===== src/rtl/spram_fifo_sched_pkg.sv =====
// Shared types and constants for the SPRAM FIFO scheduler: FSM states,
// SPRAM word width and write-mask values.
package spram_fifo_sched_pkg;

    typedef enum logic {
        ST_IDLE    = 1'b0,
        ST_RD_WAIT = 1'b1
    } sched_state_t;

    localparam int         RAM_DATA_W   = 16;
    localparam logic [3:0] RAM_MASK_ALL = 4'b1111;

    // One byte per SPRAM word, stored in the low byte.
    function automatic logic [RAM_DATA_W-1:0] ram_word(input logic [7:0] b);
        return {8'h00, b};
    endfunction

endpackage


===== src/rtl/spram_fifo_sched.sv =====
// Shares one single-port SPRAM between a byte writer and a byte reader.
// Writes always win; reads prefetch into a one-byte output register.
module spram_fifo_sched
    import spram_fifo_sched_pkg::*;
#(
    parameter int ADDR_W = 14
) (
    input  logic                  clk,
    input  logic                  reset_n,
    input  logic [7:0]            wr_data,
    input  logic                  wr_strobe,
    output logic [7:0]            rd_data,
    output logic                  rd_valid,
    input  logic                  rd_ack,
    output logic [ADDR_W-1:0]     ram_addr,
    output logic [RAM_DATA_W-1:0] ram_wdata,
    output logic                  ram_wren,
    output logic [3:0]            ram_maskwren,
    input  logic [RAM_DATA_W-1:0] ram_rdata,
    output logic [ADDR_W:0]       level,
    output logic                  full,
    output logic                  overflow,
    output sched_state_t          dbg_state
);

    localparam logic [ADDR_W:0] LVL_FULL = {1'b1, {ADDR_W{1'b0}}};
    localparam logic [ADDR_W:0] LVL_ONE  = {{ADDR_W{1'b0}}, 1'b1};

    logic [ADDR_W-1:0] r_wr_ptr;
    logic [ADDR_W-1:0] r_rd_ptr;
    logic [ADDR_W:0]   r_level;
    logic              r_pend_v;
    logic [7:0]        r_pend;
    logic              r_rd_valid;
    logic [7:0]        r_rd_data;
    logic              r_overflow;
    sched_state_t      r_state;

    logic w_full;
    logic w_wr_accept;
    logic w_rd_issue;
    logic w_unused_hi;

    assign w_full      = (r_level == LVL_FULL);
    assign w_wr_accept = wr_strobe && !w_full;
    // With pend empty, level counts only committed RAM words.
    assign w_rd_issue  = (r_state == ST_IDLE) && !r_pend_v && !wr_strobe &&
                         (r_level != '0) && (!r_rd_valid || rd_ack);
    assign w_unused_hi = ^ram_rdata[15:8];

    always_ff @(posedge clk or negedge reset_n) begin
        if (!reset_n) begin
            r_wr_ptr   <= '0;
            r_rd_ptr   <= '0;
            r_level    <= '0;
            r_pend_v   <= 1'b0;
            r_pend     <= 8'h00;
            r_rd_valid <= 1'b0;
            r_rd_data  <= 8'h00;
            r_overflow <= 1'b0;
            r_state    <= ST_IDLE;
        end else begin
            if (w_wr_accept) begin
                r_pend   <= wr_data;
                r_pend_v <= 1'b1;
            end else if (r_pend_v) begin
                r_pend_v <= 1'b0;
            end

            if (r_pend_v) begin
                r_wr_ptr <= r_wr_ptr + 1'b1;
            end

            if (wr_strobe && w_full) begin
                r_overflow <= 1'b1;
            end

            if (w_rd_issue) begin
                r_rd_ptr <= r_rd_ptr + 1'b1;
            end

            // Issue requires !wr_strobe, so both terms never fire together.
            if (w_wr_accept) begin
                r_level <= r_level + LVL_ONE;
            end else if (w_rd_issue) begin
                r_level <= r_level - LVL_ONE;
            end

            case (r_state)
                ST_IDLE: begin
                    if (w_rd_issue) begin
                        r_state <= ST_RD_WAIT;
                    end else if (rd_ack && r_rd_valid) begin
                        r_rd_valid <= 1'b0;
                    end
                end
                ST_RD_WAIT: begin
                    r_rd_data  <= ram_rdata[7:0];
                    r_rd_valid <= 1'b1;
                    r_state    <= ST_IDLE;
                end
                default: r_state <= ST_IDLE;
            endcase
        end
    end

    assign ram_wren     = r_pend_v;
    assign ram_addr     = r_pend_v ? r_wr_ptr : r_rd_ptr;
    assign ram_wdata    = ram_word(r_pend);
    assign ram_maskwren = RAM_MASK_ALL;

    assign rd_data   = r_rd_data;
    assign rd_valid  = r_rd_valid;
    assign level     = r_level;
    assign full      = w_full;
    assign overflow  = r_overflow;
    assign dbg_state = r_state;

endmodule


===== config.mk =====
export PLATFORM = sky130hd
export DESIGN_NAME = spram_fifo_sched
export DESIGN_NICKNAME = d
export VERILOG_FILES = /design/src/rtl/spram_fifo_sched_pkg.sv /design/src/rtl/spram_fifo_sched.sv
export SDC_FILE = /design/constraint.sdc
export NUM_CORES = 1
export LEC_CHECK = 0
export CAP_MARGIN = 25
export CORE_MARGIN = 5
export CORE_UTILIZATION = 42
export CTS_BUF_LIST = sky130_fd_sc_hd__clkbuf_16
export DETAILED_ROUTE_END_ITERATION = 8
export DONT_BUFFER_PORTS = 1
export GPL_TIMING_DRIVEN = 1
export HOLD_SLACK_MARGIN = 0.15
export PLACE_DENSITY = 0.61
export REMOVE_ABC_BUFFERS = 1
export SLEW_MARGIN = 30
export SYNTH_ARGS = -nofsm -noshare
export SYNTH_HDL_FRONTEND = slang
export SYNTH_SLANG_ARGS = --single-unit

===== constraint.sdc =====
create_clock -name clk -period 3.5 [get_ports clk]
set_input_delay 0.7 -clock clk [delete_from_list [all_inputs] [get_ports clk]]
set_output_delay 0.7 -clock clk [all_outputs]
set_load 0.05 [all_outputs]

## Yosys cells after proc, flatten, opt, wreduce, memory -nomap -nowiden

Cells that the tools add are included.

| cells by class | value |
|---|---|
| shift-type cells | 0 |
| reductions and logical operators | 15 |
| $mul | 0 |
| bitwise operators | 1 |
| equality and inequality tests | 3 |
| order comparisons | 0 |
| add/subtract/negate cells | 4 |
| divide/modulo/power cells | 0 |
| multiplexer cells | 9 |

Operator list:

| kind | number |
|---|---|
| $mux W15 | 2 |
| $add A14 B1 Y14 const B | 2 |
| $add A15 B1 Y15 const B | 1 |
| $eq A15 B15 Y1 const B | 1 |
| $reduce_bool A15 Y1 | 1 |
| $sub A15 B1 Y15 const B | 1 |
| $mux W14 | 1 |
| $logic_and A1 B1 Y1 | 7 |
| $logic_not A1 Y1 | 4 |
| $mux W1 | 4 |
| $pmux W1 S2 | 2 |
| $ne A2 B1 Y1 const B | 1 |
| $ne A2 B2 Y1 const B | 1 |
| $reduce_and A2 Y1 | 1 |
| $reduce_bool A2 Y1 | 1 |
| $logic_or A1 B1 Y1 | 1 |
| $not A1 Y1 | 1 |

| storage, ports and cells | value |
|---|---|
| latch bits | 0 |
| bits in writable memories | 0 |
| bits in read-only memories | 0 |
| output and inout port bits | 62 |
| word-level logic and storage cells | 41 |
| memories kept | 0 |
| bits in registers | 63 |

## Logic depth before layout (Yosys ltp)

Gate-level depths: netlist of the first run.

| logic depth | value |
|---|---|
| word-level depth | 7 |
| mapped depth | 10 |
| gate-level depth less buffers | 10 |

## Worst setup path before layout of the first run

No wires, ideal clock.

| timing path | value |
|---|---|
| path kind | reg2reg |
| from | reg r_level[0], in the netlist level[0] |
| to | reg r_level[13], in the netlist level[13] |
| cell stages (with the launch flop) | 11 |
| arrival time | 3.469 ns |
| setup slack | -0.092 ns |
| cells stage by stage | dfrtp_1 nor4_1 nand4_1 o21ai_2 ha_1 clkbuf_1 a21oi_1 o21ai_0 a211o_1 a2111o_1 o221a_2 |

| on the way | value |
|---|---|
| word-level cells in the longest chain between the ends | 4 |
| elaborated cells on any way between the ends | 11 |

Ends and longest elaborated chain:

| element | line | source |
|---|---|---|
| start: declaration | spram_fifo_sched.sv:31 | `logic [ADDR_W:0] r_level;` |
| start signal: assignment | spram_fifo_sched.sv:84 | `r_level <= r_level + LVL_ONE;` |
| start signal: assignment | spram_fifo_sched.sv:86 | `r_level <= r_level - LVL_ONE;` |
| parallel branches: the longest is 4 deep, another holds $sub A15 B1 Y15 | - |  |

Parallel ways; which one is timed is not known. The select of a mux whose other input is x is not followed.
A chain may end at the register's enable or synchronous reset.

## Worst setup path after layout of the first run

| timing path | value |
|---|---|
| from | reg r_level[9], in the netlist level[9] |
| to | reg r_level[10], in the netlist level[10] |

| on the way | value |
|---|---|
| word-level cells in the longest chain between the ends | 4 |
| elaborated cells on any way between the ends | 11 |

Ends and longest elaborated chain:

| element | line | source |
|---|---|---|
| $eq A15 B15 Y1 * | spram_fifo_sched.sv:44 | `assign w_full = (r_level == LVL_FULL);` |
| $logic_not A1 Y1 * | spram_fifo_sched.sv:45 | `assign w_wr_accept = wr_strobe && !w_full;` |
| $logic_and A1 B1 Y1 * | spram_fifo_sched.sv:45 |  |
| named net w_wr_accept | spram_fifo_sched.sv:40 | `logic w_wr_accept;` |
| $mux W15 or $reduce_bool A2 Y1 (tied branches) | - |  |

The timed path passes the listed nets; every way through them passes the cells marked *. The select of a mux whose other input is x is not followed.

==> results of run 1 <==
[layer usage]
| metal | up-vias | share of wire (%) | GRT usage (%) |
|---|---|---|---|
| li1 | 1228 | - | - |
| met1 | 1230 | 43 | 19.81 |
| met2 | 69 | 48 | 24.85 |
| met3 | 9 | 7.8 | 5.372 |
| met4 | 0 | 0.83 | 3.885 |
| met5 | - | 0 | 0 |
[logic make-up (layout without fill, tap and decap cells)]
group | Yosys count | in the layout | share of synthesized area [%]
AOI/OAI and AO/OA | 62 | 62 | 12.54
xor gates and xnor gates | 31 | 31 | 7.684
adders and majority gates | 16 | 16 | 5.878
buffers and inverters | 33 | 50 | 4.958
DFF | 63 | 63 | 44.62
muxes | 32 | 32 | 10.20
other | 2 | 12 | 0.2125
and+or+nand+nor | 92 | 92 | 13.92
[through the flow]
stage / cells / setup TNS [ps] / setup WS, ps / hold WS, ps
after floorplan: 318 / -6.401 / -6.401 / 404.4
after global placement: 446 / 0 / 270.5 / 406.3
after detailed placement: 446 / 0 / 218.9 / 406.5
after CTS: 463 / 0 / 204.9 / 256.8
after global routing: 463 / 0 / 49.97 / 267.7
final: 463 / 0 / 207.0 / 248.6
[how the worst max path moves through the flow]
stage	from	to	slack, ps
finish	level[9]	level[10]	210
detailed placement	level[4]	level[9]	220
global route	level[9]	level[10]	50
floorplan	level[0]	level[13]	-6
CTS	level[4]	level[9]	200
global placement	level[4]	level[10]	270
[critical path, delay by kind of cell, from the launching register on]
family,cells,cell delay (ps)
compound gates,5,1160
fa+ha+maj,1,410
buf+inv,3,470
flops,1,380
simple gates,3,740
[timing repair]
action,in CTS,in global routing
endpoints found under the setup margin,0,4
setup buffers,0,0
hold buffers,1,0
resized for setup,0,3
endpoints found under the hold margin,63,0
[registers in the layout, indices dropped and copies added (netlist names)]
signal	flops
overflow	1
r_rd_ptr	14
rd_valid	1
ram_wren	1
level	15
r_wr_ptr	14
r_pend	8
dbg_state	1
rd_data	8
[final cells by class]
class | instances | area, um^2
fillers | 752 | 4124
multi-input cells | 245 | 1836
flip-flops and latches | 63 | 1577
clock buffers | 9 | 225.2
repair buffers | 24 | 212.7
well taps | 105 | 131.4
clock inverters | 7 | 73.82
inverters | 10 | 37.54
[where the power goes]
group / internal (mW) / switching (mW) / total, mW
Clock: 0.551 / 0.320 / 0.872
Combinational: 0.619 / 1.14 / 1.76
Sequential: 0.923 / 0.301 / 1.22
Total: 2.09 / 1.76 / 3.85
[layout by cell type (no fill, tap or decap), types with 3 or more instances in the layout]
master,Yosys,layout
xnor2_1,19,19
nand2_1,24,24
o21a_1,7,7
dfrtp_1,63,63
and4_1,3,3
o31ai_1,4,4
nand3_1,12,12
inv_1,10,10
clkinv_4,0,3
and3_1,8,8
a21o_1,5,5
nor2_1,17,17
o221a_2,3,3
o21ai_0,5,4
nand4_1,9,9
mux2_2,32,32
xor2_1,12,12
conb_1,2,12
buf_4,13,22
clkbuf_16,0,9
ha_1,15,15
a21oi_1,18,17
nor3_1,4,4
==> impl_metrics.env, run 1 <==
export IMPL_cts_buffers=9
export IMPL_drt_iter0_markers=91
export IMPL_pwr_density_cell_mw_per_mm2=941.1
export IMPL_power_static_leakage_nw=1.843
export IMPL_dr_total_vias=2536
export IMPL_crit_path_start_kind="flip-flop"
export IMPL_crit_type="reg -> reg"
export IMPL_drc_errors=0
export IMPL_maxSlewViolCount=0
export IMPL_grt_setup_unrepaired="no"
export IMPL_yosys_warnings=0
export IMPL_die_h_um=101.7
export IMPL_min_path_type="in -> async"
export IMPL_antenna_cells=0
export IMPL_async_flop_share_pct=100.0
export IMPL_yosysSeqAreaShare_pct=44.62
export IMPL_r2r_start="level[9]"
export IMPL_cts_sinks=63
export IMPL_syn_cell_area_mm2=0.003533
export IMPL_drtAntennaViolNets=0
export IMPL_syn_area_per_cell_um2=10.67
export IMPL_hpwl_um=5625
export IMPL_period_needed_ps=3293
export IMPL_cp_data_arrival_time_ps=3500
export IMPL_drive_above_1_share_pct=22.91
export IMPL_clock_skew_ps=6.505
export IMPL_critPathCaptureType="flip-flop"
export IMPL_place_congestion=0.8556
export IMPL_dieArea_mm2=0.01035
export IMPL_yosysUniqueCellTypes=51
export IMPL_clock_latency_ps=320
export IMPL_port_buffers=0
export IMPL_start_util_pct=43.00
export IMPL_synth_top_area_share_pct=44.62
export IMPL_worstRegToRegCells=12
export IMPL_synth_edff_count=0
export IMPL_routed_wl_um=7734
export IMPL_path_clk_slew_ps=60
export IMPL_post_route_util_pct=49.81
export IMPL_die_w_um=101.7
export IMPL_grt_pass1_vias=2531
export IMPL_cts_tree="built"
export IMPL_status="completed"
export IMPL_final_nets=397
export IMPL_cts_htree_levels=3
export IMPL_yosysMostFrequentCell="dfrtp_1"
export IMPL_synth_ff_type="dfrtp_1"
export IMPL_core_area_mm2=0.008217
export IMPL_rr_endpoint="level[10]"
export IMPL_synth_seq_cells=63
export IMPL_vias_per_cell=5.477
export IMPL_io_pins=90
export IMPL_synthTopCellsByArea="dfrtp_1 (45%), mux2_2 (10%), ha_1 (5.3%)"
export IMPL_area_growth_pct=15.83
export IMPL_drtPass1Iterations=4
export IMPL_grt_overflow=0
export IMPL_cp_cell_sequence="nor4_1, buf_4, nand4_1, o21ai_2, buf_12, inv_1, fa_1, nor2b_1, o31a_1, o21ai_0, o21a_1, o221a_2"
export IMPL_grt_max_degree=64
export IMPL_power_mw=3.852
export IMPL_track_usage_pct=15.39
export IMPL_finalHoldViolations=0
export IMPL_cp_data_required_time_ps=3710
export IMPL_synthTopCellsByCount="dfrtp_1 (63), mux2_2 (32), nand2_1 (24)"
export IMPL_clk_path_buf_depth=2
export IMPL_wire_per_inst_um=16.70
export IMPL_irDropWorstVdd_mv=0.5199
export IMPL_final_cell_area_mm2=0.004093
export IMPL_cpPeakStageDelay_ps=410
export IMPL_tightest_slew_ps=945.6
export IMPL_cp_max_fo=22
export IMPL_period_share_pct=94.09
export IMPL_postSynthCellCount=331
export IMPL_max_freq_mhz=303.7
export IMPL_antenna_found_initial=0
export IMPL_cap_violations=0
export IMPL_slew_headroom_pct=36.54
export IMPL_slowest_stage="fa_1"
export IMPL_yosys_area_top_type="dfrtp_1"
export IMPL_clockRootBuffer="clkbuf_16"
export IMPL_grt_pass1_wl_um=12500
export IMPL_ff2ff_setup_slack_ps=210
export IMPL_detailed_place_area_mm2=0.003750
export IMPL_finalSetupViolCount=0
export IMPL_num_rows=33
Power figures use the tool's default switching activity.
==> run 2: changes to the inputs <==
--- a/config.mk
+++ b/config.mk
@@ -8,7 +8,7 @@
 export CAP_MARGIN = 25
 export CORE_MARGIN = 5
 export CORE_UTILIZATION = 42
-export CTS_BUF_LIST = sky130_fd_sc_hd__clkbuf_16
+export CTS_BUF_LIST = sky130_fd_sc_hd__clkbuf_4
 export DETAILED_ROUTE_END_ITERATION = 8
 export DONT_BUFFER_PORTS = 1
 export GPL_TIMING_DRIVEN = 1
==> run 2 against run 1 <==
  * Fmax rose by 0.26%
  * Sequential share of layout area rose by 1.4 points
  * First-iteration DRC count rose by 16%
  * Cell area fell by 3.6%
  * Combinational power barely moved
  * Clock power fell by 43%
  * Global-route usage fell by 0.072 points
  * Setup slack improved by 8.6 ps
  * Flip-flop and latch count did not move
  * Non-clock buffer count rose by 1
  * Via count fell by 0.55%
  * Clock-buffer cell count did not move
==> impl_metrics.env, run 2 (synthesis results as in run 1) <==
export IMPL_status="completed"
export IMPL_min_path_type="in -> reg"
export IMPL_drt_iter0_markers=106
export IMPL_nFillCells=774
export IMPL_grt_setup_unrepaired="no"
export IMPL_antenna_found_initial=0
export IMPL_final_nets=398
export IMPL_cp_max_fo=22
export IMPL_routed_wl_um=7751
export IMPL_irDropWorstVdd_mv=0.4530
export IMPL_num_rows=33
export IMPL_period_needed_ps=3284
export IMPL_drtPass1Iterations=4
export IMPL_antenna_cells=0
export IMPL_crit_path_start_kind="flip-flop"
export IMPL_tightest_slew_ps=945.6
export IMPL_start_util_pct=43.00
export IMPL_ff2ff_setup_slack_ps=220
export IMPL_grt_pass1_wl_um=12450
export IMPL_drtAntennaViolNets=0
export IMPL_area_growth_pct=11.65
export IMPL_pwr_density_cell_mw_per_mm2=880.7
export IMPL_cts_tree="built"
export IMPL_most_common_layout_cells="dfrtp_1 (63), mux2_2 (32), nand2_1 (24)"
export IMPL_detailed_place_area_mm2=0.003750
export IMPL_track_usage_pct=15.31
export IMPL_drive_above_1_share_pct=22.84
export IMPL_place_congestion=0.8556
export IMPL_crit_type="reg -> reg"
export IMPL_clk_path_buf_depth=2
export IMPL_wire_per_inst_um=16.70
export IMPL_finalHoldViolations=0
export IMPL_cp_data_arrival_time_ps=3580
export IMPL_hpwl_um=5625
export IMPL_io_pins=90
export IMPL_max_freq_mhz=304.5
export IMPL_slew_headroom_pct=36.54
export IMPL_final_cells=464
export IMPL_post_cts_buffers=0
export IMPL_period_share_pct=93.84
export IMPL_cts_buffers=9
export IMPL_port_buffers=0
export IMPL_cts_htree_levels=3
export IMPL_vias_per_cell=5.435
export IMPL_path_clk_slew_ps=110
export IMPL_dieArea_mm2=0.01035
export IMPL_cap_violations=0
export IMPL_cts_sinks=63
export IMPL_grt_pass1_vias=2517
export IMPL_die_w_um=101.7
export IMPL_power_static_leakage_nw=1.778
export IMPL_die_h_um=101.7
export IMPL_final_cell_area_mm2=0.003945
export IMPL_drc_errors=0
export IMPL_maxSlewViolCount=0
export IMPL_finalSetupViolCount=0
export IMPL_clock_skew_ps=15.01
export IMPL_critPathCaptureType="flip-flop"
export IMPL_core_area_mm2=0.008217
export IMPL_grt_max_degree=64
export IMPL_place_inst=446
export IMPL_final_common_cell="dfrtp_1"
export IMPL_grt_overflow=0
export IMPL_largest_reg_flops=15
export IMPL_clock_latency_ps=400
export IMPL_cp_data_required_time_ps=3800
export IMPL_dr_total_vias=2522
export IMPL_clockRootBuffer="clkbuf_4"
run 2: worst max-delay path, cell delays in order (launching register included):
cell and delay [ps]:
dfrtp_1 400, nor4_1 380, buf_4 190, nand4_1 160, o21ai_2 210, buf_12 190, ha_1 280, nor2b_1 170
o31a_1 260, o21ai_0 580, o2111ai_1 180, o221a_2 150
run 2: area by class of cell:
type / count / area [um^2] / share of cell area [%]
clock buffer: 9 / 67.56 / 1.713
clock inverter: 7 / 73.82 / 1.871
inverter: 10 / 37.54 / 0.9515
multi-input combinational: 245 / 1836 / 46.53
sequential: 63 / 1577 / 39.96
tap: 105 / 131.4 / 3.330
timing repair buffer: 25 / 222.7 / 5.645
run 2: where the power goes:
| part | switching [mW] | total [mW] | internal (mW) |
|---|---|---|---|
| logic | 1.14 | 1.76 | 0.620 |
| clock network | 0.279 | 0.498 | 0.219 |
| registers | 0.300 | 1.22 | 0.920 |
run 2: final timing paths:
path                            cells after the start            to    startpoint
worst min register to register                      1  r_wr_ptr[13]  r_wr_ptr[13]
worst min-delay path                                1      overflow     wr_strobe
worst max-delay path                               11     level[10]     level[11]
min in group asynchronous                           2   r_wr_ptr[4]       reset_n
max in group asynchronous                           2  r_rd_ptr[12]       reset_n
worst max register to register                     11     level[10]     level[11]
run 2: through the flow:
step | util (%) | worst slack (ps) | hold slack, ps | total power, mW | setup TNS (ps)
floorplan | - | -6.401 | 404.4 | 2.526 | -6.401
global placement | 45.64 | 270.5 | 406.3 | 2.922 | 0
detailed placement | 45.64 | 218.9 | 406.5 | 2.956 | 0
CTS | 47.81 | 201.1 | 393.4 | 3.493 | 0
global route | 48.01 | 41.92 | 388.9 | 3.724 | 0
finish | 48.01 | 215.7 | 415.7 | 3.474 | 0
run 2: timing repair:
action	in CTS	in global routing
endpoints found under the setup margin	0	5
hold endpoints to repair	63	0
hold buffers	2	0
resized for setup	0	3
run 2: metal layers:
metal,GRT usage (%),vias to the layer above,part of all wire [%]
met3,5.303,9,8.0
met1,19.85,1214,43
met5,0,-,0
met4,3.579,0,0.81
li1,-,1228,-
met2,24.75,71,48
==> run 3: changes to the inputs <==
--- a/config.mk
+++ b/config.mk
@@ -11,7 +11,7 @@
 export CTS_BUF_LIST = sky130_fd_sc_hd__clkbuf_4
 export DETAILED_ROUTE_END_ITERATION = 8
 export DONT_BUFFER_PORTS = 1
-export GPL_TIMING_DRIVEN = 1
+export GPL_TIMING_DRIVEN = 0
 export HOLD_SLACK_MARGIN = 0.15
 export PLACE_DENSITY = 0.61
 export REMOVE_ABC_BUFFERS = 1
==> run 3 against run 2 <==
  * Hold slack worse by 7.8 ps
  * Clock skew up 3.9 ps
  * Die area unchanged
  * Combinational power down 32%
  * Sequential share of layout area up 1.2 points
  * Flip-flop and latch count unchanged
  * Clock-buffer cell count unchanged
  * Critical path depth unchanged
  * Sequential power up 34%
  * Highest routed layer unchanged
==> impl_metrics.env, run 3 (synthesis results as in run 1) <==
export IMPL_drtPass1Iterations=4
export IMPL_pwr_density_cell_mw_per_mm2=863.7
export IMPL_cap_violations=0
export IMPL_hpwl_um=5296
export IMPL_cp_max_fo=10
export IMPL_detailed_place_area_mm2=0.003580
export IMPL_antenna_found_initial=0
export IMPL_period_needed_ps=3318
export IMPL_track_usage_pct=15.16
export IMPL_clock_latency_ps=420
export IMPL_routed_wl_um=7703
export IMPL_wire_per_inst_um=17.27
export IMPL_antenna_cells=0
export IMPL_tightest_slew_ps=952.4
export IMPL_cp_data_required_time_ps=3810
export IMPL_vias_per_cell=5.482
export IMPL_dp_slack_ps=-621.8
export IMPL_cts_buffers=9
export IMPL_cts_sinks=63
export IMPL_grt_overflow=0
export IMPL_period_share_pct=94.79
export IMPL_cts_tree="built"
export IMPL_final_nets=380
export IMPL_max_freq_mhz=301.4
export IMPL_core_area_mm2=0.008217
export IMPL_path_clk_slew_ps=110
export IMPL_critPathCaptureType="flip-flop"
export IMPL_most_common_layout_cells="dfrtp_1 (52), mux2_2 (32), nand2_1 (24)"
export IMPL_place_congestion=0.8343
export IMPL_drt_iter0_markers=85
export IMPL_holdWs_ps=407.9
export IMPL_dr_total_vias=2445
export IMPL_port_buffers=0
export IMPL_clk_path_buf_depth=2
export IMPL_clockRootBuffer="clkbuf_4"
export IMPL_setup_slack_ps=182.4
export IMPL_finalHoldViolations=0
export IMPL_power_mw=3.340
export IMPL_dieArea_mm2=0.01035
export IMPL_num_rows=33
export IMPL_nFillCells=765
export IMPL_drtAntennaViolNets=0
export IMPL_drc_errors=0
export IMPL_place_inst=423
export IMPL_cp_data_arrival_time_ps=3630
export IMPL_final_common_cell="dfrtp_1"
export IMPL_final_cells=446
export IMPL_start_util_pct=43.00
export IMPL_grt_pass1_vias=2376
export IMPL_io_pins=90
export IMPL_grt_max_degree=64
export IMPL_slew_headroom_pct=36.08
export IMPL_area_growth_pct=9.455
export IMPL_cts_htree_levels=3
export IMPL_crit_path_start_kind="flip-flop"
export IMPL_min_path_type="in -> reg"
export IMPL_irDropWorstVdd_mv=0.4816
export IMPL_die_w_um=101.7
export IMPL_clock_skew_ps=18.88
export IMPL_grt_pass1_wl_um=12160
export IMPL_crit_type="reg -> reg"
export IMPL_maxSlewViolCount=0
export IMPL_die_h_um=101.7
export IMPL_status="completed"
export IMPL_finalSetupViolCount=0
export IMPL_largest_reg_flops=15
export IMPL_power_static_leakage_nw=1.682
export IMPL_grt_setup_unrepaired="no"
export IMPL_final_cell_area_mm2=0.003867
export IMPL_drive_above_1_share_pct=22.29
[run 3: path summary, 6_finish.rpt]
path,start,to,slack [ps],depth (start not counted)
min in group asynchronous,reset_n,r_wr_ptr[3],790,2
setup reg to reg,level[12],level[13],180,11
hold / removal,wr_strobe,overflow,410,1
setup / recovery,level[12],level[13],180,11
max in group asynchronous,reset_n,level[10],2400,2
hold reg to reg,r_wr_ptr[13],r_wr_ptr[13],470,1
[run 3: through the flow]
step	TNS, ps	utilization [%]
after floorplan	-6.401	-
after CTS	0	46.73
final	0	47.07
after global routing	0	47.07
after global placement	-6927	43.38
after detailed placement	-3827	43.57
[run 3: cell type report]
type | instances | area (um^2) | share of cell area [%]
sequential | 63 | 1590 | 41.12
clock inverter | 7 | 71.32 | 1.844
timing repair buffer | 6 | 92.59 | 2.394
tap | 105 | 131.4 | 3.397
multi-input combinational | 246 | 1877 | 48.53
inverter | 10 | 37.54 | 0.9706
clock buffer | 9 | 67.56 | 1.747
[run 3: worst max-delay path, stage by stage (launching register included)]
cell      delay [ps]
dfrtp_1          630
nor4_2           340
nand4_1          130
buf_4            190
o21ai_4          160
buf_12           150
ha_1             330
a21oi_1          270
o21ai_0          170
a211o_1          340
a2111o_1         390
o221a_2          120
[run 3: timing repair]
action | 4_1_cts | 5_1_grt
setup buffers | 4 | 0
endpoints found under the setup margin | 9 | 7
resized for setup | 4 | 12
hold endpoints to repair | 63 | 0
cloned | 1 | 0
hold buffers | 2 | 0
pin swaps | 2 | 0
[run 3: report_power, final]
group / leakage [nW] / switching, mW / internal (mW) / total, mW
combinational: 0.850 / 0.704 / 0.491 / 1.19
clock: 0.0683 / 0.290 / 0.217 / 0.507
sequential: 0.764 / 0.713 / 0.925 / 1.64
total: 1.68 / 1.71 / 1.63 / 3.34
[run 3: routing by layer]
metal  global-route usage [%]  vias to the layer above  share of wire (%)
met5                        0                        -                  0
met4                    4.192                        0               0.61
met3                    5.854                        6                6.9
met2                    24.35                       61                 48
met1                    19.09                     1191                 44
li1                         -                     1187                  -
